### config.mk
export PLATFORM = sky130hd
export DESIGN_NAME = qerv_dbus_if_flat
export DESIGN_NICKNAME = d
export VERILOG_FILES = /design/src/rtl/qerv_pkg.sv /design/src/rtl/qerv_dbus_if_if.sv /design/src/rtl/qerv_dbus_align.sv /design/src/rtl/qerv_dbus_if.sv /design/src/flat_wrapper.sv
export SDC_FILE = /design/constraint.sdc
export NUM_CORES = 1
export LEC_CHECK = 0
export CAP_MARGIN = 10
export CORE_UTILIZATION = 58
export DETAILED_ROUTE_END_ITERATION = 8
export DONT_BUFFER_PORTS = 1
export HOLD_SLACK_MARGIN = 0.02
export MAX_ROUTING_LAYER = met4
export PLACE_DENSITY = 0.79
export REMOVE_ABC_BUFFERS = 1
export SYNTH_ARGS = -nofsm -noshare
export SYNTH_HDL_FRONTEND = slang
export SYNTH_HIERARCHICAL = 1
export SYNTH_SLANG_ARGS = --single-unit
### constraint.sdc
create_clock -name i_clk -period 3.5 [get_ports i_clk]
set_clock_uncertainty 0.05 [all_clocks]
set_input_delay 0 -clock i_clk [delete_from_list [all_inputs] [get_ports i_clk]]
set_output_delay 0 -clock i_clk [all_outputs]
set_load 0.02 [all_outputs]
### src/rtl/qerv_pkg.sv
// Shared types for the qerv data-bus path.
// Access sizes, FSM states and the alignment rule.
package qerv_pkg;

  localparam logic [1:0] SIZE_B = 2'b00;
  localparam logic [1:0] SIZE_H = 2'b01;
  localparam logic [1:0] SIZE_W = 2'b10;

  typedef enum logic [1:0] {
    IDLE = 2'b00,
    BUS  = 2'b01,
    DONE = 2'b10
  } state_t;

  // Reserved size 2'b11 behaves as a word.
  function automatic logic misaligned(
    input logic [1:0] size,
    input logic [1:0] lsb
  );
    logic m;
    m = 1'b0;
    unique case (1'b1)
      (size == SIZE_B): m = 1'b0;
      (size == SIZE_H): m = lsb[0];
      default:          m = |lsb;
    endcase
    return m;
  endfunction

endpackage

### src/rtl/qerv_dbus_if_if.sv
// Wishbone-style data bus between qerv_dbus_if and memory.
// The master drives the cycle, the slave returns data and ack.
interface qerv_dbus_if_if;
  logic [31:0] o_dbus_adr;
  logic [31:0] o_dbus_dat;
  logic [3:0]  o_dbus_sel;
  logic        o_dbus_we;
  logic        o_dbus_cyc;
  logic [31:0] i_dbus_rdt;
  logic        i_dbus_ack;

  modport master (
    output o_dbus_adr,
    output o_dbus_dat,
    output o_dbus_sel,
    output o_dbus_we,
    output o_dbus_cyc,
    input  i_dbus_rdt,
    input  i_dbus_ack
  );

  modport slave (
    input  o_dbus_adr,
    input  o_dbus_dat,
    input  o_dbus_sel,
    input  o_dbus_we,
    input  o_dbus_cyc,
    output i_dbus_rdt,
    output i_dbus_ack
  );
endinterface

### src/rtl/qerv_dbus_align.sv
// Byte-lane logic: select generation, store replication,
// load shift and sign/zero extension.
module qerv_dbus_align
  import qerv_pkg::*;
(
  input  logic [1:0]  size,
  input  logic [1:0]  lsb,
  input  logic        sgn,
  input  logic [31:0] wdata,
  input  logic [31:0] rdt,
  output logic [3:0]  sel,
  output logic [31:0] wdat,
  output logic [31:0] rdata
);

  logic [31:0] sh;

  assign sh = rdt >> {lsb, 3'b000};

  always_comb begin
    sel   = 4'b1111;
    wdat  = wdata;
    rdata = sh;
    unique case (1'b1)
      (size == SIZE_B): begin
        sel   = 4'b0001 << lsb;
        wdat  = {4{wdata[7:0]}};
        rdata = {{24{sgn & sh[7]}}, sh[7:0]};
      end
      (size == SIZE_H): begin
        sel   = 4'b0011 << {lsb[1], 1'b0};
        wdat  = {2{wdata[15:0]}};
        rdata = {{16{sgn & sh[15]}}, sh[15:0]};
      end
      default: begin
        sel   = 4'b1111;
        wdat  = wdata;
        rdata = sh;
      end
    endcase
  end

endmodule

### src/rtl/qerv_dbus_if.sv
// Data-bus stage: gathers serial store data, runs one bus
// cycle and streams the aligned load result back out.
module qerv_dbus_if
  import qerv_pkg::*;
#(
  parameter  int BITS_PER_CYCLE = 1,
  localparam int LB = $clog2(BITS_PER_CYCLE)
) (
  input  logic                      i_clk,
  input  logic                      i_rst,
  input  logic                      i_en,
  input  logic                      i_start,
  input  logic                      i_we,
  input  logic [1:0]                i_size,
  input  logic                      i_signed,
  input  logic [1:0]                i_lsb,
  input  logic [31:0]               i_adr,
  input  logic [BITS_PER_CYCLE-1:0] i_rs2,
  output logic [BITS_PER_CYCLE-1:0] o_rd,
  output logic                      o_busy,
  output logic                      o_ack,
  output logic                      o_misalign,
  qerv_dbus_if_if.master            dbus
);

  localparam int BPC = 1 << LB;

  state_t      state;
  logic [31:0] data;
  logic [31:0] shifted;
  logic [31:0] adr_q;
  logic [31:0] dat_q;
  logic [3:0]  sel_q;
  logic        we_q;
  logic        cyc_q;
  logic [1:0]  size_q;
  logic [1:0]  lsb_q;
  logic        sgn_q;
  logic [1:0]  a_size;
  logic [1:0]  a_lsb;
  logic [3:0]  a_sel;
  logic [31:0] a_wdat;
  logic [31:0] a_rdata;
  logic        accept;

  assign shifted    = {i_rs2, data[31:BPC]};
  assign o_rd       = i_en ? data[BPC-1:0] : '0;
  assign o_misalign = misaligned(i_size, i_lsb);
  assign accept     = i_start && !o_misalign;

  // Live request fields in IDLE, latched ones once the cycle runs.
  assign a_size = (state == IDLE) ? i_size : size_q;
  assign a_lsb  = (state == IDLE) ? i_lsb  : lsb_q;

  qerv_dbus_align u_align (
    .size  (a_size),
    .lsb   (a_lsb),
    .sgn   (sgn_q),
    .wdata (data),
    .rdt   (dbus.i_dbus_rdt),
    .sel   (a_sel),
    .wdat  (a_wdat),
    .rdata (a_rdata)
  );

  always_ff @(posedge i_clk or posedge i_rst) begin
    if (i_rst) begin
      state  <= IDLE;
      data   <= '0;
      adr_q  <= '0;
      dat_q  <= '0;
      sel_q  <= '0;
      we_q   <= 1'b0;
      cyc_q  <= 1'b0;
      size_q <= SIZE_B;
      lsb_q  <= '0;
      sgn_q  <= 1'b0;
      o_busy <= 1'b0;
      o_ack  <= 1'b0;
    end else begin
      o_ack <= 1'b0;
      unique case (state)
        IDLE: begin
          if (i_en) data <= shifted;
          if (accept) begin
            state  <= BUS;
            cyc_q  <= 1'b1;
            o_busy <= 1'b1;
            adr_q  <= i_adr;
            we_q   <= i_we;
            sel_q  <= a_sel;
            dat_q  <= a_wdat;
            size_q <= i_size;
            lsb_q  <= i_lsb;
            sgn_q  <= i_signed;
          end
        end
        BUS: begin
          if (dbus.i_dbus_ack) begin
            state  <= DONE;
            cyc_q  <= 1'b0;
            we_q   <= 1'b0;
            o_busy <= 1'b0;
            o_ack  <= 1'b1;
            if (!we_q) data <= a_rdata;
          end
        end
        DONE: begin
          if (i_en) data <= shifted;
          state <= IDLE;
        end
        default: state <= IDLE;
      endcase
    end
  end

  assign dbus.o_dbus_adr = adr_q;
  assign dbus.o_dbus_dat = dat_q;
  assign dbus.o_dbus_sel = sel_q;
  assign dbus.o_dbus_we  = we_q;
  assign dbus.o_dbus_cyc = cyc_q;

endmodule
### src/flat_wrapper.sv
// flat-port wrapper written by rule: the top's interface ports become plain ports
module qerv_dbus_if_flat import qerv_pkg::*;
#(
  parameter  int BITS_PER_CYCLE = 1,
  localparam int LB = $clog2(BITS_PER_CYCLE)
)
  (i_clk, i_rst, i_en, i_start, i_we, i_size, i_signed, i_lsb, i_adr, i_rs2, o_rd, o_busy, o_ack, o_misalign, dbus_o_dbus_adr, dbus_o_dbus_dat, dbus_o_dbus_sel, dbus_o_dbus_we, dbus_o_dbus_cyc, dbus_i_dbus_rdt, dbus_i_dbus_ack);
  qerv_dbus_if_if dbus_i ();
  input  logic i_clk;
  input  logic i_rst;
  input  logic i_en;
  input  logic i_start;
  input  logic i_we;
  input  logic [1:0] i_size;
  input  logic i_signed;
  input  logic [1:0] i_lsb;
  input  logic [31:0] i_adr;
  input  logic [BITS_PER_CYCLE-1:0] i_rs2;
  output logic [BITS_PER_CYCLE-1:0] o_rd;
  output logic o_busy;
  output logic o_ack;
  output logic o_misalign;
  output wire logic [$bits(dbus_i.o_dbus_adr)-1:0] dbus_o_dbus_adr;
  output wire logic [$bits(dbus_i.o_dbus_dat)-1:0] dbus_o_dbus_dat;
  output wire logic [$bits(dbus_i.o_dbus_sel)-1:0] dbus_o_dbus_sel;
  output wire logic [$bits(dbus_i.o_dbus_we)-1:0] dbus_o_dbus_we;
  output wire logic [$bits(dbus_i.o_dbus_cyc)-1:0] dbus_o_dbus_cyc;
  input wire logic [$bits(dbus_i.i_dbus_rdt)-1:0] dbus_i_dbus_rdt;
  input wire logic [$bits(dbus_i.i_dbus_ack)-1:0] dbus_i_dbus_ack;
  assign dbus_o_dbus_adr = dbus_i.o_dbus_adr;
  assign dbus_o_dbus_dat = dbus_i.o_dbus_dat;
  assign dbus_o_dbus_sel = dbus_i.o_dbus_sel;
  assign dbus_o_dbus_we = dbus_i.o_dbus_we;
  assign dbus_o_dbus_cyc = dbus_i.o_dbus_cyc;
  assign dbus_i.i_dbus_rdt = dbus_i_dbus_rdt;
  assign dbus_i.i_dbus_ack = dbus_i_dbus_ack;
  qerv_dbus_if #(.BITS_PER_CYCLE(BITS_PER_CYCLE)) u_core (.i_clk(i_clk), .i_rst(i_rst), .i_en(i_en), .i_start(i_start), .i_we(i_we), .i_size(i_size), .i_signed(i_signed), .i_lsb(i_lsb), .i_adr(i_adr), .i_rs2(i_rs2), .o_rd(o_rd), .o_busy(o_busy), .o_ack(o_ack), .o_misalign(o_misalign), .dbus(dbus_i));
endmodule
==> results.txt <==
The worst setup path is launched from a register. The die footprint came out at 11000 µm². The weighted congestion at the end of routability-driven global placement is approximately 0.82. The total leakage power is ~3.1 nW.

Among all flip-flop cells after synthesis, the most frequent one is sky130_fd_sc_hd__dfrtp_1. The longest clock path from root to sink contains 2 buffers. The unique cell type count in the Yosys netlist came out at 39. The peak fanout along the critical path came out at 17. The starting density of the core is about three fifths.

The post-route worst hold slack is 0.0460 ns. The cell type of the slowest stage on the worst timing path is sky130_fd_sc_hd__dlygate4sd3_1. The final antenna diode count is 0. The via density per instance is ~6. Sequential cells were found to cover 44.9% of the synthesized design area. The global-route wire length before repair came out at between 20000 and 25000 µm. Synthesis handed over a netlist of 465 instances.

The most used cell along the critical path is sky130_fd_sc_hd__mux2_2. The highest clock rate came out at between 0.2 and 0.3 GHz. The post-placement cell area is approximately 6100 µm². The share of the clock period used by the worst path after layout came out at a little over nine tenths.

The number of slew-limit violations in the final report is 0. The count of final hold-check violations came out at 0. The largest single stage delay on the critical path is 0.56 ns. The clock insertion delay at the later pin of the skew report came out at ~0.38 ns. In the final routed layout, each cell accounts on average for roughly 21 µm. The worst path setup slack after routing is between 0.15 and 0.2 ns.

The minimum period implied by the final worst setup slack came out at between 3 and 4 ns. The post-CTS setup repair buffer count is 0. The detailed router's first-iteration violation count is 252. The first-pass iteration count of the detailed router came out at 6. The final total negative setup slack is 0 ns. The utilization after layout is between 60% and 70%. TritonCTS built the clock tree. In this run the standard cell core region covers between 10000 and 15000 µm². The per-instance average area after synthesis is between 10 and 15 µm².

The actual slew at the worst max-slew pin came out at roughly 0.94 ns. Pin placement for this block handled 150 I/O pins. The CTS buffer count came out at 9. Yosys printed 6 warnings. The total of cells resized after clock tree synthesis came out at 0. The post-layout instance area is around 6800 µm². Setup repair after global routing left no endpoint under its margin. Entering global routing, the biggest net connects 77 pins.

The filler-free cell count of the finished design came out at approximately 640. The kind of critical path is reg2reg. The number of antenna-violating nets in the routed design came out at 0. The max-capacitance violation count is 0.

The number of design rule violations left after detail routing is 0. The number of flip-flops and latches in the synthesized netlist is 110. The tightest min-delay check is of the in2reg type. Before CTS, the worst setup slack after placement is approximately 0.72 ns. The placed wire-length estimate after detailed placement came out at just under 9000 µm.

The cell area that synthesis handed to floorplanning was between 6000 and 7000 µm². The required arrival time at the worst endpoint is between 3 and 4 ns. From bottom edge to top edge, the die measures about 100 µm.

The register-to-register setup slack is roughly 0.16 ns. The number of placement rows is 37. The fraction of final layout cells with drive strength greater than 1 came out at between 40% and 50%.

The total overflow left after global routing is 0. The cell type group with the largest total delay on the critical path is buffers and inverters. The net total in the final layout is between 500 and 600. The worst vdd rail ir drop is 0.378 mV.

The number of flops mapped to enable cells by yosys is 0. The run finished with clean final reports. The fraction of synthesis flops using an asynchronous set or reset pin came out at 100%. The total wire length came out at 13600 µm. The initial antenna violation count was 0. The count of H-tree levels built during CTS is 3. The clock sink count is 110.

The overall die width is between 100 and 150 µm. STA classifies the critical path endpoint as a register. The ratio of total power to cell area is around 780 nW/µm².

The number of buffers inserted by hold repair at cts is 49. The number of buffers and inverters on the critical path is 2. For the worst setup path, the data arrival time is around 3.6 ns. The number of global-route vias before repair is 4170. The global-route usage over all layers is between 20% and 30%. In this run, placement finished with an instance count of between 500 and 600. The tree is rooted in a sky130_fd_sc_hd__clkbuf_8. The area growth from synthesis to layout is 11.0%. The design draws between 5 and 6 mW. The clock edge transition at the registers on the reported setup and hold paths came out at 0.10 ns.

The worst pin sits at a relative slew slack of between 30% and 40%. The detailed router placed roughly 3800 vias in this run. Setup violations remaining at the end of the flow were counted as 0. The critical path goes through nor2_8 -> mux2_2 -> clkinv_1 -> a21oi_4 -> o211ai_1 -> mux2_2 -> dlygate4sd3_1 -> mux2_2. The count of buffers inserted at the top-level ports came out at 0.
## registers in the layout (all words and copies together) (netlist names), 2 cells and up
name	count
u_core/data	32
u_core/dbus.o_dbus_adr	32
u_core/dbus.o_dbus_dat	32
u_core/dbus.o_dbus_sel	4
u_core/lsb_q	2
u_core/size_q	2
u_core/state	2
## area by class of cell
| cell class | instances | area, µm² |
|---|---|---|
| fill | 782 | 3470 |
| clock inverter | 7 | 85.1 |
| sequential | 110 | 2750 |
| inverter | 8 | 32.5 |
| clock buffer | 9 | 124 |
| multi-input combinational | 306 | 3060 |
| tap | 136 | 170 |
| timing repair buffer | 61 | 581 |
## final timing paths
path / start / end / depth (start not counted)
setup reg to reg: u_core/state[1] / u_core/data[31] / 8
hold / removal: dbus_i_dbus_rdt[1] / u_core/data[1] / 4
max in group asynchronous: i_rst / u_core/dbus.o_dbus_dat[27] / 3
hold reg to reg: u_core/size_q[1] / u_core/size_q[1] / 1
min in group asynchronous: i_rst / u_core/dbus.o_dbus_adr[20] / 2
setup / recovery: u_core/state[1] / u_core/data[31] / 8
## cell families after synthesis
family / count (synthesis) / synth area share, %
multiplexers: 183 / 37.6
flip-flops: 110 / 44.9
AND/OR/NAND/NOR: 66 / 5.53
AO/OA/AOI/OAI: 57 / 6.67
buffers and inverters: 49 / 5.34
## metal layers
layer / routed length, µm / global-route usage [%] / up-vias / share of wire, %
met4: 227 / 9.66 / 0 / 1.7
met5: 0 / - / - / 0
met2: 6840 / 41.6 / 118 / 50
met1: 5700 / 35.0 / 1984 / 42
met3: 815 / 5.18 / 15 / 6.0
li1: - / - / 1732 / -
## tightest hold or removal path, delay by kind of cell
family / cells / cell delay, ns
mux: 3 / 0.32
compound gates: 1 / 0.12
## cells in the final DEF, fill, tap and decap left out, types with 4 or more instances in the layout
cell type and instances:
sky130_fd_sc_hd__dfrtp_1 110, sky130_fd_sc_hd__mux2_2 97, sky130_fd_sc_hd__mux2_4 68, sky130_fd_sc_hd__dlygate4sd3_1 49
sky130_fd_sc_hd__nand2_1 35, sky130_fd_sc_hd__mux2i_1 17, sky130_fd_sc_hd__o21ai_0 15, sky130_fd_sc_hd__o211ai_1 14
sky130_fd_sc_hd__buf_4 12, sky130_fd_sc_hd__nor2_1 10, sky130_fd_sc_hd__clkbuf_8 9, sky130_fd_sc_hd__a21oi_1 9
sky130_fd_sc_hd__nor3_1 7, sky130_fd_sc_hd__o41ai_1 7, sky130_fd_sc_hd__inv_1 6, sky130_fd_sc_hd__o21bai_1 4
## cell usage after synthesis, drive strengths merged (4+ instances only)
cell / number / share of area [%]
inv: 7 / 0.43
buf: 37 / 4.6
nor2: 12 / 1.0
mux2i: 18 / 3.1
o211ai: 14 / 1.7
nand2: 35 / 2.1
clkbuf: 4 / 0.24
o41ai: 7 / 1.0
o21bai: 4 / 0.49
mux2: 165 / 34
o21ai: 16 / 1.3
a21oi: 10 / 1.0
dfrtp: 110 / 45
nor3: 7 / 0.57
## power breakdown
group          leakage, nW  internal, mW  switching [mW]
sequential            1.35          1.77           0.858
combinational         1.68          1.14           0.718
clock                0.107         0.347           0.458
total                 3.14          3.26            2.03
Power figures use the tool's default switching activity.
